File: src/rtl/mem_port_arbiter.sv
// Round-robin arbiter for a shared single memory port. A requester can lock
// the grant for an atomic sequence; the lock is force-released after LOCK_MAX transfers.
module mem_port_arbiter #(
  parameter int unsigned NREQ     = 3,
  parameter int unsigned LOCK_MAX = 8
) (
  input  logic              i_clk,
  input  logic              i_reset,
  input  logic [NREQ-1:0]   i_req,
  input  logic [NREQ-1:0]   i_we,
  input  logic [NREQ-1:0]   i_lock,
  input  logic [NREQ*9-1:0] i_addr,
  input  logic [NREQ*32-1:0] i_wdata,
  input  logic [NREQ*4-1:0] i_bmask,
  output logic [NREQ-1:0]   o_gnt,
  output logic [NREQ-1:0]   o_rvalid,
  output logic [31:0]       o_rdata,
  output logic [8:0]        o_mem_addr,
  output logic [31:0]       o_mem_wdata,
  output logic [3:0]        o_mem_bmask,
  output logic              o_mem_wren,
  input  logic [31:0]       i_mem_rdata
);

  localparam int unsigned PW = (NREQ > 1) ? $clog2(NREQ) : 1;
  localparam int unsigned CW = $clog2(LOCK_MAX + 1);

  localparam logic [0:0] ST_IDLE   = 1'b0;
  localparam logic [0:0] ST_LOCKED = 1'b1;

  logic [0:0]      state_q, state_d;
  logic [PW-1:0]   rr_ptr_q, rr_ptr_d;
  logic [PW-1:0]   owner_q, owner_d;
  logic [CW-1:0]   lock_cnt_q, lock_cnt_d;
  logic [NREQ-1:0] rvalid_q, rvalid_d;
  logic [31:0]     rdata_q, rdata_d;

  logic [PW-1:0]   scan_idx;
  logic            scan_found;
  logic [PW-1:0]   xfer_idx;
  logic            xfer;
  int unsigned     sel;

  function automatic logic [PW-1:0] next_ptr(input logic [PW-1:0] p);
    if (32'(p) == NREQ - 1) return '0;
    return p + PW'(1);
  endfunction

  // First requester at or after rr_ptr, wrapping around.
  always_comb begin
    logic [PW-1:0] idx;
    scan_idx   = '0;
    scan_found = 1'b0;
    for (int unsigned i = 0; i < NREQ; i++) begin
      idx = PW'((32'(rr_ptr_q) + i) % NREQ);
      if (!scan_found && i_req[idx]) begin
        scan_found = 1'b1;
        scan_idx   = idx;
      end
    end
  end

  always_comb begin
    o_gnt    = '0;
    xfer_idx = (state_q == ST_LOCKED) ? owner_q : scan_idx;
    if (!i_reset) begin
      if (state_q == ST_LOCKED) o_gnt[owner_q] = i_req[owner_q];
      else if (scan_found)      o_gnt[scan_idx] = 1'b1;
    end
    xfer = |o_gnt;
    sel  = 32'(xfer_idx);
  end

  always_comb begin
    o_mem_addr  = '0;
    o_mem_wdata = '0;
    o_mem_bmask = '0;
    o_mem_wren  = 1'b0;
    if (xfer) begin
      o_mem_addr  = i_addr[sel*9 +: 9];
      o_mem_wdata = i_wdata[sel*32 +: 32];
      o_mem_bmask = i_bmask[sel*4 +: 4];
      o_mem_wren  = i_we[xfer_idx];
    end
  end

  always_comb begin
    state_d    = state_q;
    rr_ptr_d   = rr_ptr_q;
    owner_d    = owner_q;
    lock_cnt_d = lock_cnt_q;
    rvalid_d   = '0;
    rdata_d    = rdata_q;

    if (xfer && !i_we[xfer_idx]) begin
      rvalid_d = o_gnt;
      rdata_d  = i_mem_rdata;
    end

    case (state_q)
      ST_IDLE: begin
        if (xfer) begin
          rr_ptr_d = next_ptr(scan_idx);
          // With LOCK_MAX of 1 the first locked transfer is also the last.
          if (i_lock[scan_idx] && LOCK_MAX > 1) begin
            state_d    = ST_LOCKED;
            owner_d    = scan_idx;
            lock_cnt_d = CW'(1);
          end
        end
      end
      default: begin
        if (i_req[owner_q]) begin
          lock_cnt_d = lock_cnt_q + CW'(1);
          if (!i_lock[owner_q] || lock_cnt_d == CW'(LOCK_MAX)) begin
            state_d    = ST_IDLE;
            rr_ptr_d   = next_ptr(owner_q);
            lock_cnt_d = '0;
          end
        end else if (!i_lock[owner_q]) begin
          state_d    = ST_IDLE;
          rr_ptr_d   = next_ptr(owner_q);
          lock_cnt_d = '0;
        end
      end
    endcase
  end

  always_ff @(posedge i_clk) begin
    if (i_reset) begin
      state_q    <= ST_IDLE;
      rr_ptr_q   <= '0;
      owner_q    <= '0;
      lock_cnt_q <= '0;
      rvalid_q   <= '0;
      rdata_q    <= '0;
    end else begin
      state_q    <= state_d;
      rr_ptr_q   <= rr_ptr_d;
      owner_q    <= owner_d;
      lock_cnt_q <= lock_cnt_d;
      rvalid_q   <= rvalid_d;
      rdata_q    <= rdata_d;
    end
  end

  assign o_rvalid = rvalid_q;
  assign o_rdata  = rdata_q;

endmodule

File: config.mk
export PLATFORM = sky130hd
export DESIGN_NAME = mem_port_arbiter
export DESIGN_NICKNAME = d
export VERILOG_FILES = /design/src/rtl/mem_port_arbiter.sv
export SDC_FILE = /design/constraint.sdc
export NUM_CORES = 1
export LEC_CHECK = 0
export CAP_MARGIN = 20
export CELL_PAD_IN_SITES_DETAIL_PLACEMENT = 1
export CELL_PAD_IN_SITES_GLOBAL_PLACEMENT = 2
export CORE_MARGIN = 2
export CORE_UTILIZATION = 15
export CTS_CLUSTER_DIAMETER = 120
export DETAILED_ROUTE_END_ITERATION = 8
export PLACE_DENSITY = 0.76
export SYNTH_ARGS = -nofsm -noshare
export SYNTH_HDL_FRONTEND = slang
export SYNTH_SLANG_ARGS = --single-unit
File: constraint.sdc
create_clock -name i_clk -period 3.15 [get_ports i_clk]
set_input_delay 0.4725 -clock i_clk [delete_from_list [all_inputs] [get_ports i_clk]]
set_output_delay 0.4725 -clock i_clk [all_outputs]
set_load 0.005 [all_outputs]
Word level (Yosys, flattened, before mapping)
Cells that the tools add are included.

storage, ports and cells
  register bits after elaboration = 44
  bits of input ports = 178
  logic and storage cells = 115

operators by class
  add/sub/neg operators = 5
  multipliers = 1
  div/mod/pow operators = 3
  $lt $le $gt $ge = 8
  eq/ne operators = 5
  shift operators = 3
  muxes and demuxes = 64
  bitwise operators = 3
  reductions and logical operators = 17

operator list
  cell                                                                                  count
  96-bit by 8-bit variable part select with 32-bit output                               1
  32-bit by 2-bit modulo with 32-bit output (second input constant)                     2
  2-bit by 2-bit modulo with 32-bit output (second input constant)                      1
  32-bit 2-to-1 mux                                                                     1
  1-bit 2-to-1 mux                                                                      29
  2-bit 2-to-1 mux                                                                      14
  4-bit 2-to-1 mux                                                                      7
  27-bit by 7-bit variable part select with 9-bit output                                1
  2-bit by 3-bit less-than comparator with 1-bit output (second input constant)         6
  1-bit binary-select mux with 2-bit select                                             7
  12-bit by 5-bit variable part select with 4-bit output                                1
  3-bit 2-to-1 mux                                                                      3
  9-bit 2-to-1 mux                                                                      1
  3-bit AND reduction                                                                   3
  2-bit by 4-bit multiplier with 6-bit output (second input constant)                   1
  1-bit logical AND                                                                     5
  2-bit by 1-bit adder with 2-bit output (second input constant)                        2
  4-bit by 1-bit adder with 4-bit output (second input constant)                        1
  1-bit demux with 2-bit select                                                         2
  2-bit equality test (second input constant)                                           2
  4-bit equality test (second input constant)                                           1
  2-bit by 1-bit greater-or-equal comparator with 1-bit output (second input constant)  2
  1-bit zero test                                                                       4
  2-bit nonzero test                                                                    2
  9 further kinds                                                                       10

Logic depth before layout (Yosys ltp)
Gate-level depths: netlist (run 1).

  word-level depth = 23
  depth in mapped cells = 13
  depth with buffers taken out = 10

Worst setup path after synthesis (run 1)
No wires, ideal clock.

  path type = reg2out
  from = reg rr_ptr_q[0]
  to = out o_mem_addr[2]
  data arrival time = 2.642 ns
  slack = 0.035 ns
  stages on the path, launching flop included = 12
  path buffers = 3
  cells stage by stage = dfxtp_1 inv_1 ha_1 clkbuf_1 o21ai_1 o221a_2 or2_4 a32o_1 nor3_2 buf_2 buf_2 nor2_1

on the way
  cells in the longest elaborated chain, start to end = 19
  elaborated cells on any way between the ends = 34

RTL lines
  item                                                                                                RTL line  source
  start: declaration                                                                                  32        logic [PW-1:0] rr_ptr_q, rr_ptr_d;
  start signal: assignment                                                                            139       rr_ptr_q <= rr_ptr_d;
  parallel branches: the longest is 14 deep, another holds 32-bit by 2-bit modulo with 32-bit output  --
  3-bit 2-to-1 mux (*)                                                                                68        else if (scan_found) o_gnt[scan_idx] = 1'b1;
  3-bit 2-to-1 mux (*)                                                                                67        if (state_q == ST_LOCKED) o_gnt[owner_q] = i_req[owner_q];
  3-bit 2-to-1 mux (*)                                                                                66        if (!i_reset) begin
  via o_gnt[2]                                                                                        15        output logic [NREQ-1:0] o_gnt,
  3-bit OR reduction (*)                                                                              70        xfer = |o_gnt;
  9-bit 2-to-1 mux (*)                                                                                79        if (xfer) begin
  end: declaration                                                                                    18        output logic [8:0] o_mem_addr,

Mark *: on every way through the listed nets, which the timed path passes. The select of a mux whose other input is x is not followed.

Final worst setup path (run 1)
  from = reg rr_ptr_q[1]
  to = out o_mem_wdata[18]

on the way
  cells in the longest elaborated chain, start to end = 19
  elaborated cells on any way between the ends = 33

RTL lines
  item                                                                                                RTL line  source
  parallel branches: the longest is 18 deep, another holds 32-bit by 2-bit modulo with 32-bit output  --
  32-bit 2-to-1 mux (*)                                                                               79
  end: declaration                                                                                    19        output logic [31:0] o_mem_wdata,

Mark *: on every way between the ends. The select of a mux whose other input is x is not followed.

==> results of run 1 <==
## what timing repair did
item,in CTS,in global routing
buffers inserted,35,12
resized for setup,224,88
gates cloned,1,1
pin swaps,18,19
setup endpoints to repair,79,81
## worst max-delay path: stages (launching register included)
cell and delay, ns:
dfxtp_4 0.37, inv_4 0.07, ha_4 0.18, mux2_4 0.35, a21oi_4 0.19, o221a_4 0.24
buf_4 0.12, nor2_1 0.05, a32o_2 0.29, nor3_4 0.19, buf_6 0.14, buf_12 0.13
buf_12 0.12, buf_4 0.10, nor2_2 0.03, buf_2 0.12
## layout by cell type, fill, tap and decap left out, types with 12 or more instances in the layout
master and n:
a21oi_1 69, a21oi_2 15, buf_12 12, buf_2 24
buf_4 76, buf_6 19, clkbuf_2 19, clkdlybuf4s50_1 210
dfxtp_1 42, mux2i_1 48, nand3_1 39, nor2_1 77
nor2_2 20, o21ai_0 36
## power groups by stage
stage | logic, mW | registers [mW] | clock network, mW
5_1_grt | 9.53 | 0.981 | 0.667
3_5_place_dp | 7.45 | 0.951 | 0
3_3_place_gp | 7.43 | 0.938 | 0
6_report | 8.70 | 0.949 | 0.632
4_1_cts | 8.33 | 0.952 | 0.650
2_1_floorplan | 3.60 | 0.927 | 0
## final cells by class
type                       count  area (um^2)  area share, %
timing repair buffer         370         3490           44.9
multi-input combinational    398         2790           35.8
sequential                    44          888           11.4
tap                          319          399           5.13
clock buffer                   6          139           1.79
clock inverter                 2         38.8          0.499
inverter                       8         35.0          0.450
## routing by layer
| layer | track usage (%) | vias to the layer above |
|---|---|---|
| met5 | 0 | - |
| met4 | 2.60 | 2 |
| met3 | 3.58 | 17 |
| met2 | 25.9 | 180 |
| met1 | 15.9 | 2273 |
| li1 | - | 2405 |
## flip-flops by register name, indices dropped and copies added (netlist names)
signal      cells
o_rdata        32
rr_ptr_q        2
state_q         1
lock_cnt_q      4
owner_q         2
o_rvalid        3
## how the worst min path moves through the flow
stage,to,slack (ns)
final,o_rdata[29]$_SDFFE_PP0P_,0.47
after global routing,o_rdata[27]$_SDFFE_PP0P_,0.50
after CTS,o_rdata[29]$_SDFFE_PP0P_,0.48
after detailed placement,o_rdata[29]$_SDFFE_PP0P_,0.47
after global placement,o_rdata[8]$_SDFFE_PP0P_,0.46
after floorplan,o_rdata[0]$_SDFFE_PP0P_,0.47
## logic make-up (layout without fill, tap and decap cells)
kind of cell	Yosys count	after routing	synth area share (%)
muxes	56	56	16.2
xor gates and xnor gates	1	1	0.249
buffers and inverters	53	386	7.51
AOI/OAI and AO/OA	157	157	26.3
and+or+nand+nor	179	179	22.8
adders and majority gates	5	5	1.78
DFF	44	44	25.1
==> metrics.cfg, run 1 <==
[run_status]
status=complete, but fails checks
violations=negative setup slack

[logic_synthesis]
ys_seq_elements=44
synth_cell_types=52
syn_nets=678
synth-edff-count=0
synth.area.top_cells=dfxtp_1, mux2i_1, a21oi_1
yosys.area.top_type=dfxtp_1
synth_area_um2=3520
synth_ff_type=dfxtp_1
async_flop_share_pct=0
ys_warn_count=0
synthDominantCellAreaShare_pct=25.1
seq_area_frac_synth_pct=25.1
syn_inst=495
synth_common_cells=nor2_1, a21oi_1, mux2i_1
yosysMostFrequentCell=nor2_1
syn_avg_cell_area_um2=7.10

[worst_setup_path]
r2r_start=rr_ptr_q[1]$_SDFFE_PP0P_
r2r_setup_slack_ns=0.12
r2r_cells=14
worstPathRequired_ns=2.68
critPathLaunch=rr_ptr_q[1]$_SDFFE_PP0P_
crit_path_end=o_mem_wdata[18]
rr_endpoint=o_rdata[27]$_SDFFE_PP0P_
path_max_fanout=7
cp.arrival_ns=2.99
cp-end-kind=output pin
crit_type=reg2out
critPathLaunchType=register

[power_and_ir_drop]
worst_ir_drop_vdd_mv=0.512
p_total_mw=10.3
p_int_mw=5.69
power-per-cell-area_nw_per_um2=1320
power.leakage_nw=3.20
share_seq_of_total_power_pct=9.2
power.share.clock_pct=6.1
swShare_pct=44.7
p_sw_mw=4.59
power_frac_comb_pct=84.6

[detailed_routing]
dr_total_vias=4877
routed_wl_um=18200
drc=0
wl_met1_um=7190
first_iter_violations=154
maxUsedRoutingLayer=met5
wl_met2_um=9490
dr_wl_met3_um=1350
dr.pass1.iters=4
wl_per_cell_um=15.9
via_per_inst=4.25
antenna_left=0

[sta]
final_hold_viol_count=0
setup_violations=47
tns_ns=-9.86
fin_crit_sh_pct=110
rsz0062_at_grt=yes
holdWs_ns=0.474
final-max-slew-violation-count=0
fin_skew_ns=0.00753
fin_ws_ns=-0.309
worst_slew_pin_slew_ns=0.448
fmax_mhz=289
layout_min_cycle_time_ns=3.46
slew_headroom_pct=70.1

[floorplanning]
io_pins=262
initial_core_util_pct=15.1
die_height_um=157
die_w_um=157
coreArea_um2=23300
die-area_um2=24700
rows=56

[global_routing]
grt_pass1_vias=5017
grt_overflow_total=0
grt_pass1_wl_um=26900
antenna_found_initial=1
grt_max_degree=39
grt_usage_pct=13.8

[placement]
place_inst=1095
dpl_cell_area_um2=6930
io_buffers=261
dp_hpwl_um=14100
place_congestion=0.771
dp_slack_ns=-0.774

[clock_tree]
clock_latency_ns=0.29
htree_levels=2
clk_path_buf_depth=2
clock-root-buffer=clkbuf_16
ctsHoldBuffers=0
cts_tree=yes
cts_made_buffers=5
clk_pin_slew_ns=0.06
cts_sinks=44

[finish]
insertedDiodeCount=0
nNetsFinal=1010
area_delta_synth_final_pct=121
finalNonFillerCells=1147
utilization_pct=33.4
num-fill-cells=2793
finalInstanceArea_um2=7780
layout-drive-gt1-share_pct=30.0

[worst_hold_path]
hold_path.startpoint=o_rdata[29]$_SDFFE_PP0P_
hp-class=reg2reg
whs_path_depth=2

[job]
maxCapViolCount=0

Power figures use the tool's default switching activity.
==> run 2, diff against run 1 <==
--- a/config.mk
+++ b/config.mk
@@ -8,7 +8,6 @@
 export CAP_MARGIN = 20
 export CELL_PAD_IN_SITES_DETAIL_PLACEMENT = 1
 export CELL_PAD_IN_SITES_GLOBAL_PLACEMENT = 2
-export CORE_MARGIN = 2
 export CORE_UTILIZATION = 15
 export CTS_CLUSTER_DIAMETER = 120
 export DETAILED_ROUTE_END_ITERATION = 8
==> run 2 against run 1 <==
  * The flow still finishes with violations (negative setup slack)
  * Clock skew is 0.0044 ns lower
  * Final cell count is 0.52% lower
  * Sequential cell count stayed put
  * Power is 12% higher
  * Wire length is 9.1% higher
  * Non-clock buffer count stayed put
  * Clock power is 16% lower
  * Via count is 1.8% higher
  * Critical path depth is 2 lower
  * Die area is 2.5% lower
  * Sequential share of layout area is 0.44 points lower
  * Count of clock-buffer cells in the layout stayed put
==> metrics.cfg, run 2 (synthesis results as in run 1) <==
[finish]
largest_register_ffs=32  ; unchanged
area_delta_synth_final_pct=130  ; was 121%
nNetsFinal=1010  ; unchanged
layout-drive-gt1-share_pct=34.2  ; was 30.0%
finalNonFillerCells=1141  ; was 1,147
layout_commonest_cell=clkdlybuf4s50_1  ; unchanged
most-common-layout-cells=clkdlybuf4s50_1, buf_4, nor2_1  ; was clkdlybuf4s50_1, nor2_1, buf_4
insertedDiodeCount=0  ; unchanged

[worst_setup_path]
r2r_setup_slack_ns=0.06  ; was 0.12 ns
worstPathRequired_ns=2.68  ; about the same
r2r_cells=15  ; was 14
cp-end-kind=output pin  ; unchanged
cp.arrival_ns=2.96  ; was 2.99 ns
path_max_fanout=6  ; was 7
critPathLaunchType=register  ; unchanged
rr_endpoint=o_rdata[10]$_SDFFE_PP0P_  ; was o_rdata[27]$_SDFFE_PP0P_
r2r_start=rr_ptr_q[1]$_SDFFE_PP0P_  ; unchanged
crit_type=reg2out  ; unchanged

[clock_tree]
cts_tree=yes  ; unchanged
cts_made_buffers=5  ; unchanged
clock_latency_ns=0.28  ; was 0.29 ns
cts_sinks=44  ; unchanged
clk_pin_slew_ns=0.06  ; about the same
htree_levels=2  ; unchanged
clock-root-buffer=clkbuf_16  ; unchanged
ctsHoldBuffers=0  ; unchanged
clk_path_buf_depth=2  ; unchanged

[power_and_ir_drop]
power-per-cell-area_nw_per_um2=1430  ; was 1320 nW/um^2
p_total_mw=11.5  ; was 10.3 mW
worst_ir_drop_vdd_mv=0.677  ; was 0.512 mV
power.leakage_nw=3.23  ; was 3.20 nW

[placement]
place_inst=1085  ; was 1,095
place_congestion=0.789  ; was 0.771
io_buffers=261  ; unchanged
dp_hpwl_um=14200  ; was 14,100 um

[sta]
slew_headroom_pct=69.3  ; was 70.1%
fmax_mhz=291  ; was 289 MHz
final-max-slew-violation-count=0  ; unchanged
final_hold_viol_count=0  ; unchanged
layout_min_cycle_time_ns=3.44  ; was 3.46 ns
fin_ws_ns=-0.287  ; was -0.309 ns
setup_violations=46  ; was 47
fin_crit_sh_pct=109  ; was 110%
worst_slew_pin_slew_ns=0.460  ; was 0.448 ns
fin_skew_ns=0.00314  ; was 0.00753 ns
rsz0062_at_grt=yes  ; unchanged

[floorplanning]
coreArea_um2=22800  ; was 23,300 um^2
io_pins=262  ; unchanged
die-area_um2=24100  ; was 24,700 um^2
die_w_um=155  ; was 157 um
die_height_um=155  ; was 157 um
rows=55  ; was 56
initial_core_util_pct=15.4  ; was 15.1%

[detailed_routing]
dr.pass1.iters=4  ; unchanged
wl_per_cell_um=17.4  ; was 15.9 um
via_per_inst=4.35  ; was 4.25
dr_total_vias=4965  ; was 4,877
drc=0  ; unchanged
first_iter_violations=131  ; was 154
routed_wl_um=19900  ; was 18,200 um
antenna_left=0  ; unchanged

[global_routing]
grt_pass1_wl_um=29300  ; was 26,900 um
antenna_found_initial=1  ; unchanged
grt_overflow_total=0  ; unchanged
grt_max_degree=39  ; unchanged
grt_pass1_vias=5266  ; was 5,017
grt_usage_pct=15.6  ; was 13.8%

[worst_hold_path]
holdPathEnd=o_rdata[16]$_SDFFE_PP0P_  ; was o_rdata[29]$_SDFFE_PP0P_
hp-class=reg2reg  ; unchanged
hold_path.startpoint=o_rdata[16]$_SDFFE_PP0P_  ; was o_rdata[29]$_SDFFE_PP0P_
whs_path_depth=2  ; unchanged

[run_status]
violations=negative setup slack  ; unchanged
status=complete, but fails checks  ; unchanged

[job]
maxCapViolCount=0  ; unchanged

-- run 2: cell count changes in the layout (fill, tap and decap cells not counted), sizes merged --
| cell | previous run | this run |
|---|---|---|
| clkinv | 1 | 2 |
| clkdlybuf4s15 | 2 | 0 |
| clkbuf | 26 | 16 |
| bufinv | 1 | 0 |
| buf | 136 | 147 |
| clkdlybuf4s50 | 210 | 209 |
| dlygate4sd2 | 2 | 4 |
-- run 2: cell type report --
cell class / count / area (um^2)
inverters: 8 / 32.5
fillers: 2713 / 14800
flip-flops and latches: 44 / 888
clock buffers: 6 / 139
well taps: 313 / 392
repair buffers: 370 / 3670
clock inverters: 2 / 10.0
multi-input cells: 398 / 2960
-- run 2: how the worst max path moves through the flow --
stage / end / cells after the start / startpoint
4_1_cts: o_mem_wdata[14] / 13 / rr_ptr_q[1]$_SDFFE_PP0P_
2_1_floorplan: o_mem_addr[2] / 11 / rr_ptr_q[0]$_SDFFE_PP0P_
3_5_place_dp: o_mem_addr[1] / 10 / i_req[1]
3_3_place_gp: o_mem_addr[1] / 11 / i_req[0]
5_1_grt: o_mem_addr[1] / 13 / rr_ptr_q[1]$_SDFFE_PP0P_
6_report: o_mem_addr[1] / 13 / rr_ptr_q[1]$_SDFFE_PP0P_
-- run 2: through the flow --
step	setup slack (ns)	TNS (ns)	hold WS, ns	utilization [%]	instance area [um^2]
after CTS	-0.268	-10.41	0.478	32.7	7480
after detailed placement	-0.752	-42.70	0.470	30.1	6880
final	-0.287	-10.26	0.476	35.4	8090
after global placement	-0.713	-39.54	0.461	30.1	6880
after global routing	-0.399	-17.86	0.500	35.4	8090
after floorplan	0.0354	0	0.470	-	3520
-- run 2: what timing repair did --
action,4_1_cts,5_1_grt
pin swaps,18,26
gates resized for setup,256,131
setup endpoints to repair,81,79
buffers inserted,28,14
gates cloned,5,4
-- run 2: per-layer routing --
layer / vias to the layer above / wire length (um) / global-route usage, % / share of wire, %
li1: 2413 / - / - / -
met1: 2353 / 8010 / 17.7 / 40
met2: 180 / 10400 / 29.4 / 52
met3: 17 / 1200 / 3.62 / 6.1
met4: 2 / 268 / 3.06 / 1.3
met5: - / 13 / 0 / 0.065
-- run 2: worst max-delay path, cell delays in order, from the launching register on --
cell      delay, ns
dfxtp_4        0.36
buf_6          0.13
ha_4           0.26
nand3b_1       0.20
o41ai_4        0.12
o221a_4        0.29
or2_4          0.27
o31ai_4        0.31
nor3_4         0.08
buf_6          0.15
buf_16         0.14
buf_12         0.14
nor2_4         0.10
buf_2          0.12
-- run 2: power breakdown --
| part | switching [mW] | internal, mW | leakage [nW] |
|---|---|---|---|
| combinational | 4.84 | 5.22 | 2.80 |
| clock | 0.221 | 0.313 | 0.0766 |
| sequential | 0.136 | 0.801 | 0.360 |
==> run 3, diff against run 2 <==
--- a/config.mk
+++ b/config.mk
@@ -5,6 +5,7 @@
 export SDC_FILE = /design/constraint.sdc
 export NUM_CORES = 1
 export LEC_CHECK = 0
+export ABC_CLOCK_PERIOD_IN_PS = 3150
 export CAP_MARGIN = 20
 export CELL_PAD_IN_SITES_DETAIL_PLACEMENT = 1
 export CELL_PAD_IN_SITES_GLOBAL_PLACEMENT = 2
==> results of run 3 <==
Final layout, timing and power as in run 2 (identical DEF).
